===== config.mk =====
export PLATFORM = sky130hd
export DESIGN_NAME = timing_probe
export DESIGN_NICKNAME = d
export VERILOG_FILES = /design/src/rtl/timing_probe_pkg.sv /design/src/rtl/timing_probe_sync_edge.sv /design/src/rtl/timing_probe.sv
export SDC_FILE = /design/constraint.sdc
export NUM_CORES = 1
export LEC_CHECK = 0
export CAP_MARGIN = 20
export CELL_PAD_IN_SITES_DETAIL_PLACEMENT = 0
export CELL_PAD_IN_SITES_GLOBAL_PLACEMENT = 2
export CORE_ASPECT_RATIO = 0.5
export CORE_MARGIN = 2
export CORE_UTILIZATION = 35
export CTS_CLUSTER_DIAMETER = 80
export DETAILED_ROUTE_END_ITERATION = 10
export MAX_ROUTING_LAYER = met4
export PLACE_DENSITY_LB_ADDON = 0.1
export SLEW_MARGIN = 15
export SYNTH_ARGS = -nofsm -noshare
export SYNTH_HDL_FRONTEND = slang
export SYNTH_SLANG_ARGS = --single-unit

===== constraint.sdc =====
create_clock -name clk_i -period 3 [get_ports clk_i]
set_clock_uncertainty 0.1 [all_clocks]
set_input_delay 0.6 -clock clk_i [delete_from_list [all_inputs] [get_ports clk_i]]
set_output_delay 0.6 -clock clk_i [all_outputs]
set_load 0.02 [all_outputs]

===== src/rtl/timing_probe_pkg.sv =====
// Shared state encoding and default counter limits for timing_probe.
package timing_probe_pkg;

    typedef logic [1:0] state_t;

    localparam state_t IDLE   = 2'd0;
    localparam state_t MEAS   = 2'd1;
    localparam state_t LOCKED = 2'd2;

    localparam int HW_DEF = 12;
    localparam int VW_DEF = 11;

    localparam logic [HW_DEF-1:0] HMAX = '1;
    localparam logic [VW_DEF-1:0] VMAX = '1;

endpackage


===== src/rtl/timing_probe_sync_edge.sv =====
// Sync input register and leading-edge pulse; TIMING_PROBE_POLARITY_EN
// adds high/low phase comparison so the shorter phase is treated as active.
module sync_edge (
    input  logic clk_i,
    input  logic rst_i,
    input  logic x_i,
    output logic edge_o,
    output logic pol_o
);

    logic raw_q;
    logic s_q;
    logic s;

`ifdef TIMING_PROBE_POLARITY_EN
    localparam int CW = 24;
    localparam logic [CW-1:0] CMAX = '1;

    logic          raw_qq;
    logic          pol_q;
    logic [CW-1:0] hi_q;
    logic [CW-1:0] lo_q;

    // On each raw rising edge the last high run and the low run just
    // ended are complete; the longer one is the inactive level.
    always_ff @(posedge clk_i) begin
        if (rst_i) begin
            raw_qq <= 1'b0;
            pol_q  <= 1'b0;
            hi_q   <= '0;
            lo_q   <= '0;
        end else begin
            raw_qq <= raw_q;
            if (raw_q && !raw_qq) begin
                pol_q <= (hi_q > lo_q);
                hi_q  <= {{(CW-1){1'b0}}, 1'b1};
                lo_q  <= '0;
            end else if (raw_q) begin
                if (hi_q != CMAX) hi_q <= hi_q + 1'b1;
            end else begin
                if (lo_q != CMAX) lo_q <= lo_q + 1'b1;
            end
        end
    end

    assign s     = raw_q ^ pol_q;
    assign pol_o = pol_q;
`else
    assign s     = raw_q;
    assign pol_o = 1'b0;
`endif

    always_ff @(posedge clk_i) begin
        if (rst_i) begin
            raw_q <= 1'b0;
            s_q   <= 1'b0;
        end else begin
            raw_q <= x_i;
            s_q   <= s;
        end
    end

    assign edge_o = s & ~s_q;

endmodule


===== src/rtl/timing_probe.sv =====
// Measures video timing and reports width/total/height/lock.
// Optional sync polarity auto-detect: TIMING_PROBE_POLARITY_EN.
module timing_probe
    import timing_probe_pkg::*;
#(
    parameter int HW          = HW_DEF,
    parameter int VW          = VW_DEF,
    parameter int LOCK_FRAMES = 2
) (
    input  logic          clk_i,
    input  logic          rst_i,
    input  logic          hs_i,
    input  logic          vs_i,
    input  logic          de_i,
    output logic [HW-1:0] h_width_o,
    output logic [HW-1:0] h_total_o,
    output logic [VW-1:0] v_height_o,
    output logic [VW-1:0] v_total_o,
    output logic          locked_o,
    output logic          frame_o
);

    localparam int MW = $clog2(LOCK_FRAMES) + 1;
    localparam logic [HW-1:0] HSAT = '1;
    localparam logic [VW-1:0] VSAT = '1;

    logic          hs_e, vs_e, hs_pol, vs_pol, de_q;
    logic [HW-1:0] hcnt_q, hcnt_d, dcnt_q, dcnt_d;
    logic [VW-1:0] lines_q, lines_d, act_q, act_d;
    logic [HW-1:0] rw_q, rw_d, rt_q, rt_d;
    logic          rw_v_q, rw_v_d, rt_v_q, rt_v_d;
    logic          bad_q, bad_d;
    logic [HW-1:0] hw_q, ht_q;
    logic [VW-1:0] vh_q, vt_q;
    logic [1:0]    pol_q;
    logic          prev_ok_q, frame_q;
    logic [MW-1:0] match_q, match_d, match_n;
    state_t        state_q, state_d;
    logic          hsat, vsat, cons, same, latch;
    logic [HW-1:0] w_meas, t_meas;

    sync_edge u_hs (
        .clk_i  (clk_i),
        .rst_i  (rst_i),
        .x_i    (hs_i),
        .edge_o (hs_e),
        .pol_o  (hs_pol)
    );

    sync_edge u_vs (
        .clk_i  (clk_i),
        .rst_i  (rst_i),
        .x_i    (vs_i),
        .edge_o (vs_e),
        .pol_o  (vs_pol)
    );

    assign hsat   = (hcnt_q == HSAT);
    assign vsat   = (lines_q == VSAT);
    assign cons   = !(bad_q || hsat || vsat);
    assign w_meas = rw_v_q ? rw_q : '0;
    assign t_meas = rt_v_q ? rt_q : '0;
    assign same   = prev_ok_q && (w_meas == hw_q) && (t_meas == ht_q)
                 && (act_q == vh_q) && (lines_q == vt_q)
                 && ({hs_pol, vs_pol} == pol_q);

    always_comb begin
        hcnt_d  = hcnt_q;
        dcnt_d  = dcnt_q;
        lines_d = lines_q;
        act_d   = act_q;
        rw_d    = rw_q;
        rt_d    = rt_q;
        rw_v_d  = rw_v_q;
        rt_v_d  = rt_v_q;
        bad_d   = bad_q || hsat || vsat;
        if (hs_e) begin
            hcnt_d = {{(HW-1){1'b0}}, 1'b1};
            dcnt_d = {{(HW-1){1'b0}}, de_q};
        end else begin
            if (!hsat) hcnt_d = hcnt_q + 1'b1;
            if (de_q && dcnt_q != HSAT) dcnt_d = dcnt_q + 1'b1;
        end
        // A coincident HS belongs to the new frame, not the closing one.
        if (vs_e) begin
            lines_d = {{(VW-1){1'b0}}, hs_e};
            act_d   = '0;
            rw_v_d  = 1'b0;
            rt_v_d  = 1'b0;
            bad_d   = 1'b0;
        end else if (hs_e) begin
            if (!vsat) lines_d = lines_q + 1'b1;
            if (dcnt_q != '0 && act_q != VSAT) act_d = act_q + 1'b1;
            if (!rt_v_q) begin
                rt_d   = hcnt_q;
                rt_v_d = 1'b1;
            end else if (hcnt_q != rt_q) begin
                bad_d = 1'b1;
            end
            if (dcnt_q != '0) begin
                if (!rw_v_q) begin
                    rw_d   = dcnt_q;
                    rw_v_d = 1'b1;
                end else if (dcnt_q != rw_q) begin
                    bad_d = 1'b1;
                end
            end
        end
    end

    always_comb begin
        state_d = state_q;
        match_d = match_q;
        latch   = 1'b0;
        match_n = (cons && same) ? match_q + 1'b1 : '0;
        case (state_q)
            IDLE: begin
                if (vs_e) begin
                    state_d = MEAS;
                    match_d = '0;
                end
            end
            MEAS: begin
                if (vs_e) begin
                    latch   = 1'b1;
                    match_d = match_n;
                    if (cons && int'(match_n) >= LOCK_FRAMES - 1)
                        state_d = LOCKED;
                end
            end
            LOCKED: begin
                if (vs_e) begin
                    latch = 1'b1;
                    if (!(cons && same)) begin
                        state_d = MEAS;
                        match_d = '0;
                    end
                end
            end
            default: state_d = IDLE;
        endcase
        if (hsat) begin
            state_d = IDLE;
            match_d = '0;
            latch   = 1'b0;
        end
    end

    always_ff @(posedge clk_i) begin
        if (rst_i) begin
            de_q      <= 1'b0;
            hcnt_q    <= '0;
            dcnt_q    <= '0;
            lines_q   <= '0;
            act_q     <= '0;
            rw_q      <= '0;
            rt_q      <= '0;
            rw_v_q    <= 1'b0;
            rt_v_q    <= 1'b0;
            bad_q     <= 1'b0;
            hw_q      <= '0;
            ht_q      <= '0;
            vh_q      <= '0;
            vt_q      <= '0;
            pol_q     <= '0;
            prev_ok_q <= 1'b0;
            frame_q   <= 1'b0;
            match_q   <= '0;
            state_q   <= IDLE;
        end else begin
            de_q    <= de_i;
            hcnt_q  <= hcnt_d;
            dcnt_q  <= dcnt_d;
            lines_q <= lines_d;
            act_q   <= act_d;
            rw_q    <= rw_d;
            rt_q    <= rt_d;
            rw_v_q  <= rw_v_d;
            rt_v_q  <= rt_v_d;
            bad_q   <= bad_d;
            frame_q <= latch;
            match_q <= match_d;
            state_q <= state_d;
            if (latch) begin
                hw_q      <= w_meas;
                ht_q      <= t_meas;
                vh_q      <= act_q;
                vt_q      <= lines_q;
                pol_q     <= {hs_pol, vs_pol};
                prev_ok_q <= cons;
            end else if (hsat) begin
                prev_ok_q <= 1'b0;
            end
        end
    end

    assign h_width_o  = hw_q;
    assign h_total_o  = ht_q;
    assign v_height_o = vh_q;
    assign v_total_o  = vt_q;
    assign locked_o   = (state_q == LOCKED);
    assign frame_o    = frame_q;

endmodule


---- Word-level counts from Yosys, hierarchy flattened ----
Index checks and enable logic that the tools add are counted.
word-level totals
  bits in registers ....................... 130
  bits of input ports ..................... 5
  logic and storage cells ................. 119
operators by class
  bitwise logic cells ..................... 8
  multiplexer cells ....................... 32
  equality and inequality tests ........... 19
  reduce and logical (&&, ||, !) cells .... 29
  $lt $le $gt $ge ......................... 1
  $add $sub $neg .......................... 5
operators with widths
  kind                     count
  $add A12 B1 Y12 const B  2
  $eq A12 B12 Y1           2
  $mux W12                 2
  $ne A12 B12 Y1           2
  $add A11 B1 Y11 const B  2
  $eq A11 B11 Y1           2
  $mux W2                  10
  $mux W1                  18
  $eq A12 B12 Y1 const B   1
  $ne A12 B12 Y1 const B   1
  $pmux W2 S3              2
  $reduce_bool A12 Y1      1
  $eq A11 B11 Y1 const B   1
  $ne A11 B11 Y1 const B   1
  $reduce_and A5 Y1        2
  $logic_and A1 B1 Y1      8
  $ne A2 B1 Y1 const B     4
  $reduce_and A2 Y1        4
  $reduce_or A2 Y1         4
  $ne A2 B2 Y1 const B     3
  $not A1 Y1               6
  $reduce_bool A2 Y1       3
  $reduce_and A4 Y1        1
  $reduce_and A3 Y1        1
  other kinds (9)          11

---- Depth between registers and ports, before layout ----
  depth in word-level cells ............... 13
  depth in mapped cells ................... 10
  gate-level depth less buffers ........... 9

---- Modules after synthesis ----
A second synthesis with hierarchy kept.
second synthesis, totals
  cell total of the unflattened synthesis .. 799
  area, all modules ....................... 6563.8 µm²
by module, submodules not included
  module        instances  area an instance (µm²)  sequential area each (µm²)  cells an instance
  timing_probe  1          6418.7                  2562.5                      785
  sync_edge     2          72.6                    40.0                        7

---- Worst setup path after synthesis ----
OpenSTA, ideal clock, no wires.
  kind .................................... reg-to-reg
  start ................................... register hcnt_q[0]
  end ..................................... register state_q[0]
  library setup time ...................... 0.074 ns
  period minus slack after synthesis ...... 2.308 ns
  path slack .............................. 0.692 ns
  cell stages (with the launch flop) ...... 11
  buffers on the path ..................... 1
  arrival ................................. 2.134 ns
  cells stage by stage .................... dfxtp_1 -> ha_1 -> nand3_4 -> nor3_4 -> or3_4 -> nor4_1 -> and4_1 -> buf_4 -> a21boi_1 -> o31a_1 -> a31oi_1
between the ends
  longest elaborated chain between the ends .. 10
RTL lines
  what                                RTL line                                  RTL
  start: declaration                  timing_probe.sv:28                        logic [HW-1:0] hcnt_q, hcnt_d, dcnt_q, dcnt_d;
  start signal: assignment            timing_probe.sv:172                       hcnt_q <= hcnt_d;
  $eq A12 B12 Y1 *                    timing_probe.sv:58                        assign hsat = (hcnt_q == HSAT);
  $logic_or A1 B1 Y1 (2 in a row)     timing_probe.sv:60                        assign cons = !(bad_q || hsat || vsat);
  $logic_not A1 Y1                    timing_probe.sv:60
  $logic_and A1 B1 Y1                 timing_probe.sv:115, timing_probe.sv:134
  $mux W2                             timing_probe.sv:115                       match_n = (cons && same) ? match_q + 1'b1 : '0;
  $ge A2 B1 Y1                        timing_probe.sv:127                       if (cons && int'(match_n) >= LOCK_FRAMES - 1)
  $logic_and A1 B1 Y1                 timing_probe.sv:127
  $ne A2 B2 Y1 (no source line)       --
  $reduce_and A5 Y1 (no source line)  --
  end signal: assignment              timing_probe.sv:183                       state_q <= state_d;
  end: declaration                    timing_probe.sv:38                        state_t state_q, state_d;
Every way passes the cells marked *; elsewhere a longest branch is shown, timed or not.
A chain may end at the register's enable or synchronous reset.

---- Worst setup path after layout ----
  start ................................... register rw_v_q
  end ..................................... register state_q[0]
between the ends
  longest elaborated chain between the ends .. 12
RTL lines
  what                                  RTL line                                  RTL
  start: declaration                    timing_probe.sv:31                        logic rw_v_q, rw_v_d, rt_v_q, rt_v_d;
  start signal: assignment              timing_probe.sv:178                       rw_v_q <= rw_v_d;
  $mux W12 *                            timing_probe.sv:61                        assign w_meas = rw_v_q ? rw_q : '0;
  $eq A12 B12 Y1 *                      timing_probe.sv:63                        assign same = prev_ok_q && (w_meas == hw_q) && (t_meas == ht_q)
  $logic_and A1 B1 Y1 * (2 in a row)    timing_probe.sv:63
  $logic_and A1 B1 Y1 * (2 in a row)    timing_probe.sv:64                        && (act_q == vh_q) && (lines_q == vt_q)
  $logic_and A1 B1 Y1 *                 timing_probe.sv:115, timing_probe.sv:134
  $mux W2                               timing_probe.sv:115
  $ge A2 B1 Y1                          timing_probe.sv:127
  $logic_and A1 B1 Y1                   timing_probe.sv:127
  $ne A2 B2 Y1 (no source line)         --
  $reduce_and A5 Y1 (no source line) *  --
Marks and branches as above.

==> key figures <==
Run status
  • Status: complete, no violations

Synth
  • Main flop type after synthesis: dfxtp_1
  • Post-Syn Nets: ~790
  • Syn_area_per_cell: 8.06 um2
  • Number of enable flip-flop cells after synthesis: 0
  • Most common cell in the synthesized netlist: nand2_1
  • Yosys top cell area share: 0.417
  • Yosys cell types: 52
  • Yosys reg bits: 130
  • Async SR Flop Fraction: 0
  • Register area share after synthesis: 0.417
  • Post-Syn Area: 6240 um2
  • Cells after Synth: just under 800
  • Synth area leader: dfxtp_1
  • Synth Warn #: 0
  • Most area-consuming cells after synthesis: dfxtp_1 (42%), xor2_1 (8.3%), nand2_1 (7.9%), a21oi_1 (6.7%), nor2_1 (4.3%)
  • Synth cell count leaders: nand2_1 (132), dfxtp_1 (130), a21oi_1 (84)

Clock tree
  • H-Tree Depth: 4
  • Clock Pin Slew Worst Setup and Hold Paths: approximately 0.060 ns
  • Clock sink total: 130
  • Setup Buffers After CTS: 0
  • Worst-skew pair later-pin latency: just over 0.4 ns
  • CTS tree: done
  • Post-CTS Resized: 0
  • Clock Tree Root: clkbuf_16
  • Post-CTS Hold Buffers: 0
  • Num CTS Buffers: 17
  • Deepest clock path buffer count: 2

STA
  • Slew margin rel.: 0.523
  • Worst hold slack: 0.369 ns
  • Final setup violation count: 0
  • Setup TNS: 0 ns
  • FMAX: roughly 360 MHz
  • RSZ-0062 raised after global routing: false
  • Final Hold Viols: 0
  • Fin crit share: 0.938
  • Worst slew pin tran: just over 0.7 ns
  • Min Tclk post-route: ~2.8 ns
  • Fin. max-slew vios: 0

Final layout
  • Synth-to-Final Area Change: 22.7%
  • Final #Nets: 842
  • Final core utilization: 0.440
  • # diodes: 0
  • Finished Cell Area: approximately 7700 um2
  • Fillers: between 1.5k and 2k
  • Layout cell share with drive strength beyond 1: 0.0835

Detailed routing
  • Via count: 5378
  • WL final: 17.0 mm
  • Residual DRC: 0
  • DR iter-0 viols: around 320
  • Vias/cell: about 5
  • Avg WL per Cell: about 16 um
  • Post-route ant nets: 0
  • First-pass iteration count of the detailed router: 4

Floorplanning
  • Core area: around 17000 um2
  • Chip height: just under 100 um
  • Num ports: 53
  • Die ar.: between 15000 and 20000 um2
  • Initial Utilization: 0.359
  • Row count: 34
  • Die W: roughly 190 um

Setup path
  • Data required time of the critical path: 3.24 ns
  • CP cell instances: nor4_1 > a22o_1 > nand4_1 > nor4_1 > and4_1 > a21boi_1 > o31a_1 > a31oi_1
  • Slowest CP cell: nor4_1
  • Maximum fanout along the worst path: 16
  • Crit end category: register
  • Worst EP arrival: approximately 3.1 ns
  • Startpoint Class: register
  • Most common cell on crit path: nor4_1
  • Worst Reg-to-Reg Cells: 8
  • Critical Path Max Stage Delay: ~0.6 ns
  • Worst Setup Path Type: reg2reg

Job
  • Max-cap viol count: 0

GRT
  • First-pass GRT wire length: 28.1 mm
  • Vias in the first global route: ~5.2k
  • Tot GR Track Use: 0.197
  • Initial antenna violation count: 0
  • Largest net degree at the start of global routing: 64
  • Total gr overflow: 0

Place
  • PortBufs: 52
  • GP Congestion: 0.817
  • Post-placement cell area: between 7000 and 8000 um2
  • Post-DP HPWL: 11.9 mm

Power and ir drop
  • Reg power frac: 0.441
  • P_leak: 2.91 nW
  • Switching Power: about 0.0009 W
  • Gate power share: 0.053
  • Int Power: between 0.003 and 0.004 W
  • Fraction of power spent switching nets: 0.225
  • IR drop worst, VDD: 0.402 mV
  • Pwr/cell area: between 500 and 600 nW/um2
  • Clock share of power: 0.506

Worst hold path
  • Worst hold stages: 2
  • Worst min path class: reg2reg
final cells by class:
type,count,area (um2),share of cell area
sequential,130,2600,0.340
inverter,7,26.3,0.00343
tap,234,293,0.0382
clock buffer,23,488,0.0637
timing repair buffer,84,756,0.0987
multi-input combinational,588,3410,0.446
clock inverter,6,80.1,0.0105
sequential cells by signal (all words and copies together) (netlist names), 2 cells and up:
name and count:
act_q 11, rw_q 12, v_total_o 11, lines_q 11
dcnt_q 12, hcnt_q 12, state_q 2, v_height_o 11
h_width_o 12, match_q 2, h_total_o 12, rt_q 12
layer usage:
layer | GRT usage | vias to the layer above | part of all wire | wire length [um]
li1 | - | 2774 | - | -
met1 | 0.275 | 2520 | 0.52 | 8860
met2 | 0.290 | 77 | 0.44 | 7450
met3 | 0.0442 | 7 | 0.034 | 582
met4 | 0.0429 | 0 | 0.0055 | 93
met5 | - | - | 0 | 0
critical path, delay by kind of cell, from the launching register on:
family          cells  cell delay [ns]
compound gates      4             0.72
flops               1             0.46
simple gates        4             1.46
layout by cell type (no fill, tap or decap), types with 3 or more instances in the layout:
cell               n
nand2_1          132
dfxtp_1          130
a21oi_1           84
nor2_1            70
xor2_1            59
clkdlybuf4s50_1   51
nand3_1           43
buf_4             32
xnor2_1           24
o21ai_0           20
clkbuf_16         17
nand4_1           16
nor3_1            13
nor2b_1           13
nor4_1            12
or3_1             10
mux2i_1            9
ha_1               9
nand3b_1           8
a22oi_1            8
inv_1              7
o22ai_1            7
nand2b_1           6
a31oi_1            5
and4_1             4
clkinv_2           4
clkbuf_8           4
nor4b_1            3
power groups by stage:
| stage | Combinational, W | Clock (W) | Sequential [W] |
|---|---|---|---|
| floorplan | 0.000147 | 0 | 0.00180 |
| global placement | 0.000214 | 0 | 0.00180 |
| detailed placement | 0.000213 | 0 | 0.00180 |
| CTS | 0.000214 | 0.00207 | 0.00177 |
| global route | 0.000236 | 0.00217 | 0.00177 |
| finish | 0.000212 | 0.00203 | 0.00177 |
metrics by stage:
step	std cells	setup WS [ns]	power [W]
floorplan	774	0.692	0.00194
global route	1072	0.0693	0.00417
CTS	1072	0.304	0.00405
global placement	1043	0.292	0.00202
detailed placement	1043	0.329	0.00202
finish	1072	0.187	0.00400
path summary, 6_finish.rpt:
path                      from  slack [ns]           end
setup / recovery        rw_v_q        0.19    state_q[0]
hold / removal    h_width_o[7]        0.37  h_width_o[7]
setup reg to reg        rw_v_q        0.19    state_q[0]
hold reg to reg   h_width_o[7]        0.37  h_width_o[7]
cells by family after synthesis:
kind of cell	count (synthesis)	share of synthesized area
xor+xnor	83	0.117
simple gates	345	0.266
mux	9	0.0144
buf+inv	56	0.0381
fa+ha+maj	9	0.0180
compound gates	142	0.130
flops	130	0.417
No activity file was read; power rests on OpenSTA's default activity.
